==> src/rtl/ws2812_rx_if.sv <==
// Output bundle of the WS2812 receiver: serial line in, decoded words and
// frame/error strobes out.
interface ws2812_rx_if #(
   parameter int ADDR_W = 9
);
   logic              DI;
   logic [23:0]       DATA;
   logic [ADDR_W-1:0] ADDR;
   logic              DATA_VALID;
   logic              FRAME_DONE;
   logic [15:0]       FRAME_WORDS;
   logic              ERROR;
   logic              SYNCED;

   modport master (
      input  DI,
      output DATA, ADDR, DATA_VALID, FRAME_DONE, FRAME_WORDS, ERROR, SYNCED
   );

   modport slave (
      output DI,
      input  DATA, ADDR, DATA_VALID, FRAME_DONE, FRAME_WORDS, ERROR, SYNCED
   );
endinterface

==> src/rtl/ws2812_rx.sv <==
// WS2812 single-wire stream decoder: classifies high-pulse widths into bits,
// assembles 24-bit GRB words MSB-first and flags frame latch and protocol errors.
module ws2812_rx #(
   parameter int SYSTEM_CLOCK = 50000000,
   parameter int ADDR_W       = 9
) (
   input  logic        CLK,
   input  logic        RESET,
   ws2812_rx_if.master bus
);
   localparam int C      = SYSTEM_CLOCK / 1000000;
   localparam int MIN_HI = C * 15 / 100;
   localparam int THR    = C * 6 / 10;
   localparam int MAX_HI = C * 2;
   localparam int RST_LO = C * 50;
   localparam int CW     = $clog2(RST_LO + 1);

   localparam logic [CW-1:0] MIN_HI_C = CW'(MIN_HI);
   localparam logic [CW-1:0] THR_C    = CW'(THR);
   localparam logic [CW-1:0] MAX_HI_C = CW'(MAX_HI);
   localparam logic [CW-1:0] RST_LO_C = CW'(RST_LO);
   localparam logic [CW-1:0] ONE_C    = CW'(1);

   typedef enum logic [1:0] {SYNC = 2'd0, LOW = 2'd1, HIGH = 2'd2} state_t;

   state_t        state, state_nxt;
   logic          s1, s2, s3;
   logic          rise;
   logic [CW-1:0] cnt, cnt_nxt, cnt_inc;
   logic [4:0]    bit_idx, bit_idx_nxt;
   logic [15:0]   word_idx, word_idx_nxt;
   logic [23:0]   word, word_shift;
   logic          bit_val, shift_en;
   logic          dv_nxt, fd_nxt, err_nxt;

   assign rise       = s2 & ~s3;
   assign cnt_inc    = cnt + ONE_C;
   assign bit_val    = (cnt >= THR_C);
   assign word_shift = {word[22:0], bit_val};

   // Next-state logic
   always_comb begin
      state_nxt = state;
      case (state)
         SYNC: if (!s2 && cnt_inc == RST_LO_C) state_nxt = LOW;
         LOW:  if (rise) state_nxt = HIGH;
         HIGH: begin
            if (s2) begin
               if (cnt_inc == MAX_HI_C) state_nxt = SYNC;
            end else if (cnt < MIN_HI_C) begin
               state_nxt = SYNC;
            end else begin
               state_nxt = LOW;
            end
         end
         default: state_nxt = SYNC;
      endcase
   end

   // Counter, index and strobe decisions; in HIGH, s2=0 is always a falling edge
   always_comb begin
      cnt_nxt      = cnt;
      bit_idx_nxt  = bit_idx;
      word_idx_nxt = word_idx;
      shift_en     = 1'b0;
      dv_nxt       = 1'b0;
      fd_nxt       = 1'b0;
      err_nxt      = 1'b0;
      case (state)
         SYNC: begin
            cnt_nxt      = s2 ? '0 : cnt_inc;
            bit_idx_nxt  = '0;
            word_idx_nxt = '0;
         end
         LOW: begin
            if (rise) begin
               cnt_nxt = ONE_C;
            end else if (cnt != RST_LO_C) begin
               cnt_nxt = cnt_inc;
               if (cnt_inc == RST_LO_C && (word_idx != '0 || bit_idx != '0)) begin
                  fd_nxt       = 1'b1;
                  err_nxt      = (bit_idx != '0);
                  bit_idx_nxt  = '0;
                  word_idx_nxt = '0;
               end
            end
         end
         HIGH: begin
            if (s2) begin
               if (cnt_inc == MAX_HI_C) begin
                  err_nxt      = 1'b1;
                  cnt_nxt      = '0;
                  bit_idx_nxt  = '0;
                  word_idx_nxt = '0;
               end else begin
                  cnt_nxt = cnt_inc;
               end
            end else if (cnt < MIN_HI_C) begin
               err_nxt      = 1'b1;
               cnt_nxt      = '0;
               bit_idx_nxt  = '0;
               word_idx_nxt = '0;
            end else begin
               shift_en = 1'b1;
               cnt_nxt  = ONE_C;
               if (bit_idx == 5'd23) begin
                  dv_nxt       = 1'b1;
                  bit_idx_nxt  = '0;
                  word_idx_nxt = (word_idx == 16'hFFFF) ? word_idx : word_idx + 16'd1;
               end else begin
                  bit_idx_nxt = bit_idx + 5'd1;
               end
            end
         end
         default: begin
            cnt_nxt      = '0;
            bit_idx_nxt  = '0;
            word_idx_nxt = '0;
         end
      endcase
   end

   // State and output registers
   always_ff @(posedge CLK) begin
      if (RESET) begin
         s1              <= 1'b0;
         s2              <= 1'b0;
         s3              <= 1'b0;
         state           <= SYNC;
         cnt             <= '0;
         bit_idx         <= '0;
         word_idx        <= '0;
         bus.DATA        <= '0;
         bus.ADDR        <= '0;
         bus.DATA_VALID  <= 1'b0;
         bus.FRAME_DONE  <= 1'b0;
         bus.FRAME_WORDS <= '0;
         bus.ERROR       <= 1'b0;
         bus.SYNCED      <= 1'b0;
      end else begin
         s1             <= bus.DI;
         s2             <= s1;
         s3             <= s2;
         state          <= state_nxt;
         cnt            <= cnt_nxt;
         bit_idx        <= bit_idx_nxt;
         word_idx       <= word_idx_nxt;
         bus.DATA_VALID <= dv_nxt;
         bus.FRAME_DONE <= fd_nxt;
         bus.ERROR      <= err_nxt;
         bus.SYNCED     <= (state_nxt != SYNC);
         if (fd_nxt) bus.FRAME_WORDS <= word_idx;
         if (dv_nxt) begin
            bus.DATA <= word_shift;
            bus.ADDR <= word_idx[ADDR_W-1:0];
         end
      end
   end

   // Shift register carries no control meaning, so it is left unreset
   always_ff @(posedge CLK) begin
      if (shift_en) word <= word_shift;
   end
endmodule

==> src/flat_wrapper.sv <==
// flat-port wrapper written by rule: the top's interface ports become plain ports
module ws2812_rx_flat 
#(
   parameter int SYSTEM_CLOCK = 50000000,
   parameter int ADDR_W       = 9
)
  (CLK, RESET, bus_DI, bus_DATA, bus_ADDR, bus_DATA_VALID, bus_FRAME_DONE, bus_FRAME_WORDS, bus_ERROR, bus_SYNCED);
  ws2812_rx_if #(.ADDR_W(ADDR_W)) bus_i ();
  input  logic CLK;
  input  logic RESET;
  input wire logic [$bits(bus_i.DI)-1:0] bus_DI;
  output wire logic [$bits(bus_i.DATA)-1:0] bus_DATA;
  output wire logic [$bits(bus_i.ADDR)-1:0] bus_ADDR;
  output wire logic [$bits(bus_i.DATA_VALID)-1:0] bus_DATA_VALID;
  output wire logic [$bits(bus_i.FRAME_DONE)-1:0] bus_FRAME_DONE;
  output wire logic [$bits(bus_i.FRAME_WORDS)-1:0] bus_FRAME_WORDS;
  output wire logic [$bits(bus_i.ERROR)-1:0] bus_ERROR;
  output wire logic [$bits(bus_i.SYNCED)-1:0] bus_SYNCED;
  assign bus_i.DI = bus_DI;
  assign bus_DATA = bus_i.DATA;
  assign bus_ADDR = bus_i.ADDR;
  assign bus_DATA_VALID = bus_i.DATA_VALID;
  assign bus_FRAME_DONE = bus_i.FRAME_DONE;
  assign bus_FRAME_WORDS = bus_i.FRAME_WORDS;
  assign bus_ERROR = bus_i.ERROR;
  assign bus_SYNCED = bus_i.SYNCED;
  ws2812_rx #(.SYSTEM_CLOCK(SYSTEM_CLOCK), .ADDR_W(ADDR_W)) u_core (.CLK(CLK), .RESET(RESET), .bus(bus_i));
endmodule
==> config.mk <==
export PLATFORM = sky130hd
export DESIGN_NAME = ws2812_rx_flat
export DESIGN_NICKNAME = d
export VERILOG_FILES = /design/src/rtl/ws2812_rx_if.sv /design/src/rtl/ws2812_rx.sv /design/src/flat_wrapper.sv
export SDC_FILE = /design/constraint.sdc
export NUM_CORES = 1
export LEC_CHECK = 0
export ABC_AREA = 1
export CORE_ASPECT_RATIO = 1.4
export CORE_MARGIN = 5
export CORE_UTILIZATION = 24
export CTS_CLUSTER_SIZE = 40
export DETAILED_ROUTE_END_ITERATION = 8
export PLACE_DENSITY = 0.47
export SYNTH_ARGS = -nofsm -noshare
export SYNTH_HDL_FRONTEND = slang
export SYNTH_SLANG_ARGS = --single-unit
==> constraint.sdc <==
create_clock -name CLK -period 3.35 [get_ports CLK]
set_input_delay 0.67 -clock CLK [delete_from_list [all_inputs] [get_ports CLK]]
set_output_delay 0.67 -clock CLK [all_outputs]
set_load 0.01 [all_outputs]
* After elaboration in Yosys (flattened, before gate mapping)
Cells that the tools add are included.
Widths: inputs -> output; s select.
** Storage, ports and cells
- Register bits :: 114
- Input bits :: 3
- Output and inout port bits :: 53
- Logic and storage cells :: 94
** Cells by class
- $add $sub $neg :: 3
- $lt $le $gt $ge :: 2
- Eq/ne operators :: 14
- Multiplexer cells :: 48
- Bitwise gates (word level) :: 2
- Reduce and logical (&&, ||, !) cells :: 10
** Operator list (number)
- $mux 16 :: 8
- $mux 12 :: 5
- $pmux 12 s3 :: 1
- $mux 5 :: 7
- $pmux 16 s2 :: 1
- $mux 1 :: 19
- $add 16x1->16 const B :: 1
- $eq 16x16->1 const B :: 1
- $reduce_bool 16->1 :: 1
- $add 12x1->12 const B :: 1
- $eq 12x12->1 const B :: 1
- $eq 12x7->1 const B :: 1
- $ge 12x5->1 const B :: 1
- $lt 12x3->1 const B :: 1
- $ne 12x12->1 const B :: 1
- $pmux 5 s2 :: 1
- $mux 2 :: 4
- $pmux 2 s3 :: 1
- $reduce_and 6->1 :: 1
- $add 5x1->5 const B :: 1
- $eq 5x5->1 const B :: 1
- $reduce_bool 5->1 :: 1
- $ne 2x1->1 const B :: 2
- $ne 4x1->1 const B :: 1
- other kinds (15) :: 16

* Depth between registers and ports, before layout
Gate-level depths: netlist of run 1.
- Word-level depth :: 7
- Mapped depth :: 15
- Depth with buffers taken out :: 15

* Least setup slack after synthesis of run 1
No wires, ideal clock.
- Path type :: register -> register
- From :: reg u_core.cnt[1]
- To :: reg u_core.word[0], enable pin
- Library setup time :: 0.396 ns
- Data arrival time :: 2.046 ns
- Required time :: 2.954 ns
- Slack :: 0.908 ns
- Cell stages (with the launch flop) :: 7
- Path buffers :: 1
- Clock period less this slack :: 2.442 ns
- Path through :: dfxtp_1 > ha_1 > nand2_1 > nand3_2 > nand2_1 > inv_2 > clkbuf_1
** Between the ends
- Cells in the longest elaborated chain, start to end :: 4
** Ends and longest elaborated chain
- start, declared :: line ws2812_rx.sv:29 : logic [CW-1:0] cnt, cnt_nxt, cnt_inc;
- start signal, assigned :: line ws2812_rx.sv:145 : cnt <= cnt_nxt;
- $lt 12x3->1 :: line ws2812_rx.sv:98 : end else if (cnt < MIN_HI_C) begin
- $mux 1 :: line ws2812_rx.sv:98
- $mux 1 :: line ws2812_rx.sv:89 : if (s2) begin
- $mux 1 :: line ws2812_rx.sv:69 : case (state)
- named net u_core.shift_en :: line ws2812_rx.sv:33 : logic bit_val, shift_en;
- end signal, assigned :: line ws2812_rx.sv:162 : if (shift_en) word <= word_shift;
- end, declared :: line ws2812_rx.sv:32 : logic [23:0] word, word_shift;
The timed path passes the listed nets, and every way through them passes these cells.
A chain may end at the register's enable or synchronous reset.

* Worst setup path in the final report of run 1
- From :: reg u_core.cnt[2]
- To :: reg u_core.bit_idx[2]
** Between the ends
- Cells in the longest elaborated chain, start to end :: 5
- Elaborated cells between the ends (all ways) :: 13
- Classes of those cells :: add/sub (1); order compare (1); eq/ne (6); mux (3); reduce/logical (2)
** Ends and longest elaborated chain
- $add 12x1->12 :: line ws2812_rx.sv:37 : assign cnt_inc = cnt + ONE_C;
- $eq 12x12->1 :: line ws2812_rx.sv:80 : if (cnt_inc == RST_LO_C && (word_idx != '0 || bit_idx != '0)) begin
- $logic_and 1x1->1 :: line ws2812_rx.sv:80
- $ne 2x1->1 (no source line)
- $reduce_and 4->1 (no source line)
- end signal, assigned :: line ws2812_rx.sv:146 : bit_idx <= bit_idx_nxt;
- end, declared :: line ws2812_rx.sv:30 : logic [4:0] bit_idx, bit_idx_nxt;
Several ways; a longest one is shown, not always the timed one.

==> metrics.txt, run 1 <==
# TYPE chip_impl_metric gauge
chip_impl_info{name="outcome",value="finished, final reports clean"} 1
chip_impl_metric{name="synthesis.nets",unit=""} 698
chip_impl_metric{name="ys_ff_latch",unit=""} 114
chip_impl_info{name="cts_tree",value="done"} 1
chip_impl_metric{name="die_area",unit="mm^2"} 0.02516
chip_impl_metric{name="mappedNetlistArea",unit="mm^2"} 0.005293
chip_impl_metric{name="ctsHtreeMaxLevel",unit=""} 4
chip_impl_metric{name="placementRows",unit=""} 64
chip_impl_info{name="yosys.area.top_type",value="sky130_fd_sc_hd__dfxtp_1"} 1
chip_impl_metric{name="grt_pass1_vias",unit=""} 4706
chip_impl_metric{name="critical_path.max_stage_delay",unit="ns"} 0.56
chip_impl_metric{name="drt-initial-drc-count",unit=""} 386
chip_impl_info{name="unrepaired_setup_endpoints_after_global_routing",value="no"} 1
chip_impl_metric{name="synth_edf_count",unit=""} 23
chip_impl_metric{name="dp.final_hpwl",unit="mm"} 10.39
chip_impl_metric{name="routed-via-count",unit=""} 4795
chip_impl_metric{name="cts.sinks",unit=""} 114
chip_impl_metric{name="grt_max_degree",unit=""} 56
chip_impl_info{name="hold_path_class",value="flop to flop"} 1
chip_impl_metric{name="cts_hold_repair.buffers",unit=""} 0
chip_impl_info{name="crit_path_end_kind",value="flop"} 1
chip_impl_metric{name="synthDistinctLibCells",unit=""} 34
chip_impl_info{name="most_common_cell_after_layout_fill_and_taps_aside",value="sky130_fd_sc_hd__nand2_1"} 1
chip_impl_metric{name="fin_setup_tns",unit="ns"} 0
chip_impl_info{name="worst_path_max_delay_cell",value="sky130_fd_sc_hd__dfxtp_1"} 1
chip_impl_metric{name="top_level_ports",unit=""} 56
chip_impl_metric{name="wl_per_cell",unit="um"} 14.04
chip_impl_metric{name="start_util",unit=""} 0.2430
chip_impl_metric{name="globalRouteTotalUtil",unit=""} 0.1190
chip_impl_metric{name="diodes",unit=""} 0
chip_impl_metric{name="synth-warning-count",unit=""} 0
chip_impl_metric{name="critical_path_arrival",unit="ns"} 2.90
chip_impl_metric{name="final.period_utilization",unit=""} 0.7750
chip_impl_metric{name="layout_min_cycle_time",unit="ns"} 2.596
chip_impl_metric{name="cp_data_required_time",unit="ns"} 3.66
chip_impl_info{name="cpMostUsedCell",value="sky130_fd_sc_hd__nand3_1"} 1
chip_impl_metric{name="finalHoldViolations",unit=""} 0
chip_impl_metric{name="synth.yosys.seq_area_share",unit=""} 0.4747
chip_impl_metric{name="max_slew.worst_pin.slew",unit="ns"} 0.6422
chip_impl_metric{name="cts_made_buffers",unit=""} 17
chip_impl_metric{name="power.leakage",unit="uW"} 0.002488
chip_impl_metric{name="layoutNonFillerInstCount",unit=""} 1048
chip_impl_metric{name="cap_viol_max_count",unit=""} 0
chip_impl_metric{name="maxSlewHeadroom",unit=""} 0.5703
chip_impl_info{name="path_cells",value="nand3_1 > nor2_4 > nand2_1 > nand2_1 > nand3_1 > nor2_1 > nand3_1 > nand2_2 > buf_4 > nand2_2 > o21ai_0 > nor2_1"} 1
chip_impl_metric{name="finalWirelength",unit="mm"} 14.71
chip_impl_metric{name="cts.reportedPaths.clkPinSlew",unit="ns"} 0.06
chip_impl_metric{name="port-buffer-count",unit=""} 55
chip_impl_metric{name="grt_overflow",unit=""} 0
chip_impl_metric{name="detail_route.first_pass.iterations",unit=""} 6
chip_impl_metric{name="setup_violations",unit=""} 0
chip_impl_metric{name="chipHeight",unit="um"} 185.7
chip_impl_metric{name="die_x",unit="um"} 135.5
chip_impl_metric{name="syn-mean-instance-area",unit="um^2"} 7.738
chip_impl_info{name="path_class",value="flop to flop"} 1
chip_impl_info{name="clock-root-buffer",value="sky130_fd_sc_hd__clkbuf_16"} 1
chip_impl_metric{name="fin_util",unit=""} 0.3091
chip_impl_info{name="post_synth_main_area_contributors",value="sky130_fd_sc_hd__dfxtp_1 34%, sky130_fd_sc_hd__edfxtp_1 13%, sky130_fd_sc_hd__nand2_1 10%"} 1
chip_impl_metric{name="layout-area-overhead-vs-synth",unit="%"} 27.21
chip_impl_metric{name="synthesis.instances",unit=""} 684
chip_impl_metric{name="power.density_cell_area",unit="mW/mm^2"} 484.9
chip_impl_metric{name="dpl_cell_area",unit="mm^2"} 0.006148
chip_impl_metric{name="postCtsSetupBuffers",unit=""} 0
chip_impl_metric{name="final.setup_skew",unit="ns"} 0.009759
chip_impl_metric{name="max_freq",unit="MHz"} 385.2
chip_impl_metric{name="crit_fanout",unit=""} 14
chip_impl_metric{name="finalMaxSlewViolations",unit=""} 0
chip_impl_info{name="layout.cells.most_common_list",value="142 x sky130_fd_sc_hd__nand2_1, 91 x sky130_fd_sc_hd__dfxtp_1, 82 x sky130_fd_sc_hd__nor2_1"} 1
chip_impl_metric{name="ant_nets",unit=""} 0
chip_impl_metric{name="yosysTopAreaCellShare",unit=""} 0.3442
chip_impl_metric{name="placeableCoreArea",unit="mm^2"} 0.02178
chip_impl_info{name="critical-path-top-delay-family",value="simple AND/OR/NAND/NOR gates"} 1
chip_impl_metric{name="timing.critical_path.buf_inv",unit=""} 1
chip_impl_metric{name="number_of_placed_instances_taps_included",unit=""} 1016
chip_impl_metric{name="num-nets-final",unit=""} 752
chip_impl_metric{name="finalInstanceArea",unit="mm^2"} 0.006733
chip_impl_metric{name="cts_max_path_bufs",unit=""} 2
chip_impl_metric{name="cts.repair.resized",unit=""} 0
chip_impl_metric{name="post-route-drc-count",unit=""} 0
chip_impl_metric{name="post_drt_via_cell_ratio",unit=""} 4.575
chip_impl_metric{name="peakVddDrop",unit="mV"} 0.3280
chip_impl_metric{name="synth_async_sr_flop_share",unit=""} 0
chip_impl_metric{name="worstSkewPairLatency",unit="ns"} 0.42
chip_impl_info{name="critical_path.startpoint_type",value="flop"} 1
chip_impl_metric{name="final_layout_size_suffix_gt1_frac",unit=""} 0.09987
chip_impl_info{name="synth-main-ff-cell",value="sky130_fd_sc_hd__dfxtp_1"} 1
chip_impl_metric{name="place_congestion",unit=""} 0.8644
chip_impl_metric{name="grt_pass1_wl",unit="mm"} 23.92
chip_impl_metric{name="antenna_found_initial",unit=""} 0
==> cells by family (layout without fill, tap and decap cells) <==
group | after synthesis | count (layout) | share of synthesized area
AND/OR/NAND/NOR | 382 | 382 | 0.3317
flip-flops | 114 | 114 | 0.4747
buffers and inverters | 89 | 156 | 0.06974
AO/OA/AOI/OAI | 85 | 85 | 0.09291
adder cells (fa/ha/maj) | 11 | 11 | 0.02600
XOR/XNOR | 3 | 3 | 0.004965
==> state kept, by name (all words and copies together), names as in the netlist, 2 cells and up <==
| name | cells |
|---|---|
| u_core.bit_idx | 5 |
| u_core.bus.ADDR | 9 |
| u_core.bus.DATA | 24 |
| u_core.bus.FRAME_WORDS | 16 |
| u_core.cnt | 12 |
| u_core.state | 2 |
| u_core.word | 23 |
| u_core.word_idx | 16 |
==> path summary, 6_finish.rpt <==
check,slack (ns),cells past startpoint,to,from
hold / removal,0.42,2,u_core.s2,u_core.s1
setup / recovery,0.75,12,u_core.bit_idx[2],u_core.cnt[2]
setup reg to reg,0.75,12,u_core.bit_idx[2],u_core.cnt[2]
hold reg to reg,0.42,2,u_core.s2,u_core.s1
==> through the flow <==
stage | worst slack (ns) | total power, uW | hold WS [ns]
global route | 0.4806 | 3381 | 0.4586
floorplan | 0.9083 | 1467 | 0.3883
global placement | 0.7599 | 1484 | 0.4073
finish | 0.7536 | 3265 | 0.4174
CTS | 0.7401 | 3319 | 0.4306
detailed placement | 0.7711 | 1483 | 0.4202
==> report_power, final <==
part	leakage, uW	switching (uW)	internal, uW
Combinational	0.00127	34.4	13.4
Sequential	0.000940	6.62	1400
Clock	0.000282	708	1100
==> area by class of cell <==
cell class	count	area [um^2]
Sequential cell	114	2512
Tap cell	297	371.6
Inverter	60	225.2
Fill cell	2385	15050
Clock inverter	14	155.1
Timing Repair Buffer	64	625.6
Multi-Input combinational cell	481	2414
Clock buffer	18	429.2
==> synth_stat cells, drive strengths merged (3+ instances only) <==
master,count
a211oi,17
nor2,99
edfxtp,23
nor3,14
clkbuf,16
nand3,82
nand4,31
buf,13
nor4,4
a21oi,52
nand2,149
xor2,3
o21ai,12
ha,11
inv,60
dfxtp,91
==> tightest hold or removal path: cells and delay by family, from the launching register on <==
kind	cells	cell delay (ns)
buffers and inverters	1	0.04
DFF	1	0.30
and+or+nand+nor	1	0.03
==> per-layer routing <==
layer  vias up  track usage  part of all wire
met5         -            0                 0
li1       2411            -                 -
met1      2222       0.1332              0.41
met2       123       0.2129              0.51
met3        39      0.02299             0.036
met4         0      0.06212             0.036
Note: power is estimated with default switching activity, not from simulation.
==> run 2: changes to the inputs <==
- PLACE_DENSITY: 0.47 -> 0.49
- clock period: 3.35 -> 2.3 ns (I/O delays scaled with it)
==> run 2 against run 1 <==
Compared with the run above: count of clock-buffer cells in the layout is 2 higher; fmax is 21% higher; clock skew is 0.0078 ns higher; wire length is 0.64% higher; first-iteration DRC count is 20% lower; critical endpoint is now u_core.word_idx[8]; largest power group unchanged; highest routed layer unchanged.
==> metrics.txt, run 2 (same netlist as run 1, synthesis figures left out) <==
# TYPE chip_impl_metric gauge
chip_impl_metric{name="placementRows",unit=""} 64
chip_impl_metric{name="final.period_utilization",unit=""} 0.9321
chip_impl_info{name="critical_path.startpoint_type",value="flop"} 1
chip_impl_metric{name="drt-initial-drc-count",unit=""} 307
chip_impl_metric{name="cts_max_path_bufs",unit=""} 2
chip_impl_info{name="largestRegisters",value="u_core.bus.DATA (24), u_core.word (23)"} 1
chip_impl_info{name="most_common_cell_after_layout_fill_and_taps_aside",value="sky130_fd_sc_hd__nand2_1"} 1
chip_impl_metric{name="place_congestion",unit=""} 0.9081
chip_impl_info{name="hold_path_class",value="flop to flop"} 1
chip_impl_metric{name="globalRouteTotalUtil",unit=""} 0.1211
chip_impl_metric{name="chipHeight",unit="um"} 185.7
chip_impl_metric{name="cts.sinks",unit=""} 114
chip_impl_metric{name="die_x",unit="um"} 135.5
chip_impl_metric{name="fin_setup_tns",unit="ns"} 0
chip_impl_metric{name="routed-via-count",unit=""} 4783
chip_impl_metric{name="cp_data_required_time",unit="ns"} 2.64
chip_impl_metric{name="layout_min_cycle_time",unit="ns"} 2.144
chip_impl_metric{name="top_level_ports",unit=""} 56
chip_impl_metric{name="p_switching",unit="uW"} 1022
chip_impl_metric{name="detailedPlace.worstSlack",unit="ns"} 0.04817
chip_impl_metric{name="placeableCoreArea",unit="mm^2"} 0.02178
chip_impl_metric{name="grt_pass1_wl",unit="mm"} 24.16
chip_impl_metric{name="cap_viol_max_count",unit=""} 0
chip_impl_metric{name="ant_nets",unit=""} 0
chip_impl_metric{name="dp.final_hpwl",unit="mm"} 10.78
chip_impl_metric{name="finalWirelength",unit="mm"} 14.81
chip_impl_metric{name="seqPwrFrac",unit=""} 0.396
chip_impl_metric{name="power_switching_share",unit=""} 0.1979
chip_impl_metric{name="peakVddDrop",unit="mV"} 0.3887
chip_impl_metric{name="whs",unit="ns"} 0.4063
chip_impl_metric{name="grt_max_degree",unit=""} 73
chip_impl_info{name="layout.cells.most_common_list",value="141 x sky130_fd_sc_hd__nand2_1, 86 x sky130_fd_sc_hd__dfxtp_1, 77 x sky130_fd_sc_hd__nor2_1"} 1
chip_impl_metric{name="post-route-drc-count",unit=""} 0
chip_impl_metric{name="layout-area-overhead-vs-synth",unit="%"} 35.74
chip_impl_metric{name="finalHoldViolations",unit=""} 0
chip_impl_info{name="cts_tree",value="done"} 1
chip_impl_metric{name="power.share.combinational",unit=""} 0.018
chip_impl_metric{name="critical_path_arrival",unit="ns"} 2.48
chip_impl_metric{name="ctsHtreeMaxLevel",unit=""} 4
chip_impl_metric{name="die_area",unit="mm^2"} 0.02516
chip_impl_info{name="path_class",value="flop to flop"} 1
chip_impl_metric{name="largest_register_ffs",unit=""} 24
chip_impl_metric{name="start_util",unit=""} 0.2430
chip_impl_info{name="regMostFlops",value="u_core.bus.DATA"} 1
chip_impl_metric{name="cell_internal_pwr",unit="uW"} 4141
chip_impl_metric{name="worst_case_setup_margin_in_the_final_layout",unit="ns"} 0.1562
chip_impl_metric{name="crit_fanout",unit=""} 6
chip_impl_metric{name="power.leakage",unit="uW"} 0.002718
chip_impl_info{name="crit_path_end_kind",value="flop"} 1
chip_impl_metric{name="max_freq",unit="MHz"} 466.5
chip_impl_metric{name="antenna_found_initial",unit=""} 0
chip_impl_metric{name="grt_overflow",unit=""} 0
chip_impl_metric{name="final_layout_size_suffix_gt1_frac",unit=""} 0.1558
chip_impl_metric{name="power.density_cell_area",unit="mW/mm^2"} 718.6
chip_impl_metric{name="post_drt_via_cell_ratio",unit=""} 4.429
chip_impl_metric{name="maxSlewHeadroom",unit=""} 0.6587
chip_impl_metric{name="grt_pass1_vias",unit=""} 4814
chip_impl_metric{name="detail_route.first_pass.iterations",unit=""} 4
chip_impl_metric{name="dpl_cell_area",unit="mm^2"} 0.006419
chip_impl_metric{name="port-buffer-count",unit=""} 55
chip_impl_metric{name="max_slew.worst_pin.slew",unit="ns"} 0.5113
chip_impl_metric{name="finalInstanceArea",unit="mm^2"} 0.007184
chip_impl_metric{name="clockPowerShare",unit=""} 0.586
chip_impl_info{name="outcome",value="finished, final reports clean"} 1
chip_impl_metric{name="setup_violations",unit=""} 0
chip_impl_metric{name="final.setup_skew",unit="ns"} 0.01759
chip_impl_metric{name="diodes",unit=""} 0
chip_impl_metric{name="cts_made_buffers",unit=""} 17
chip_impl_metric{name="finalMaxSlewViolations",unit=""} 0
chip_impl_info{name="clock-root-buffer",value="sky130_fd_sc_hd__clkbuf_16"} 1
chip_impl_metric{name="wl_per_cell",unit="um"} 13.71
chip_impl_metric{name="worstSkewPairLatency",unit="ns"} 0.41
chip_impl_metric{name="num-nets-final",unit=""} 784
chip_impl_metric{name="cts.reportedPaths.clkPinSlew",unit="ns"} 0.05
==> run 2: power by group through the flow <==
stage          Clock [uW]  Sequential, uW  Combinational (uW)
2_1_floorplan           0            2080                51.1
3_3_place_gp            0            2080                90.5
3_5_place_dp            0            2080                90.5
4_1_cts              3110            2040                91.2
5_1_grt              3190            2040                 102
6_report             3030            2040                91.2
==> run 2: routing by layer <==
| layer | up-vias | routed length, um | track usage |
|---|---|---|---|
| li1 | 2479 | - | - |
| met1 | 2213 | 6024 | 0.1282 |
| met2 | 66 | 8044 | 0.2307 |
| met3 | 25 | 319 | 0.02136 |
| met4 | 0 | 417 | 0.05567 |
| met5 | - | 0 | 0 |
==> run 2: cell type report <==
class	count	area (um^2)
timing repair buffer	96	907.1
clock buffer	20	446.7
multi-input combinational	481	2482
clock inverter	12	230.2
sequential	114	2519
tap	297	371.6
inverter	60	227.7
fill	2385	14600
==> run 2: worst paths after layout <==
kind	cells past startpoint	start	end	slack, ns
max	14	u_core.cnt[1]	u_core.word_idx[8]	0.16
min	2	u_core.s1	u_core.s2	0.41
max reg2reg	14	u_core.cnt[1]	u_core.word_idx[8]	0.16
min reg2reg	2	u_core.s1	u_core.s2	0.41
==> run 2: timing repair <==
action	CTS	global route
endpoints found under the setup margin	0	50
setup buffers	0	1
hold buffers	0	0
resized for setup	0	24
==> run 2: per-stage QoR <==
| step | util | cells | power [uW] |
|---|---|---|---|
| after CTS | 0.3258 | 1079 | 5240 |
| after global routing | 0.3298 | 1080 | 5333 |
| after global placement | 0.2947 | 1047 | 2175 |
| after detailed placement | 0.2947 | 1047 | 2175 |
| after floorplan | - | 684 | 2136 |
| final | 0.3298 | 1080 | 5163 |
==> run 2: critical path, stage by stage, from the launching register on <==
cell	delay [ns]
sky130_fd_sc_hd__dfxtp_2	0.35
sky130_fd_sc_hd__buf_4	0.14
sky130_fd_sc_hd__nand3_2	0.11
sky130_fd_sc_hd__nor2_4	0.22
sky130_fd_sc_hd__nand2_1	0.10
sky130_fd_sc_hd__nand2_2	0.11
sky130_fd_sc_hd__nand2_1	0.09
sky130_fd_sc_hd__nor2_2	0.16
sky130_fd_sc_hd__nand3_4	0.12
sky130_fd_sc_hd__a21oi_4	0.23
sky130_fd_sc_hd__nand3_4	0.11
sky130_fd_sc_hd__buf_4	0.16
sky130_fd_sc_hd__nand2_1	0.06
sky130_fd_sc_hd__nand2_1	0.05
sky130_fd_sc_hd__nor2_1	0.09
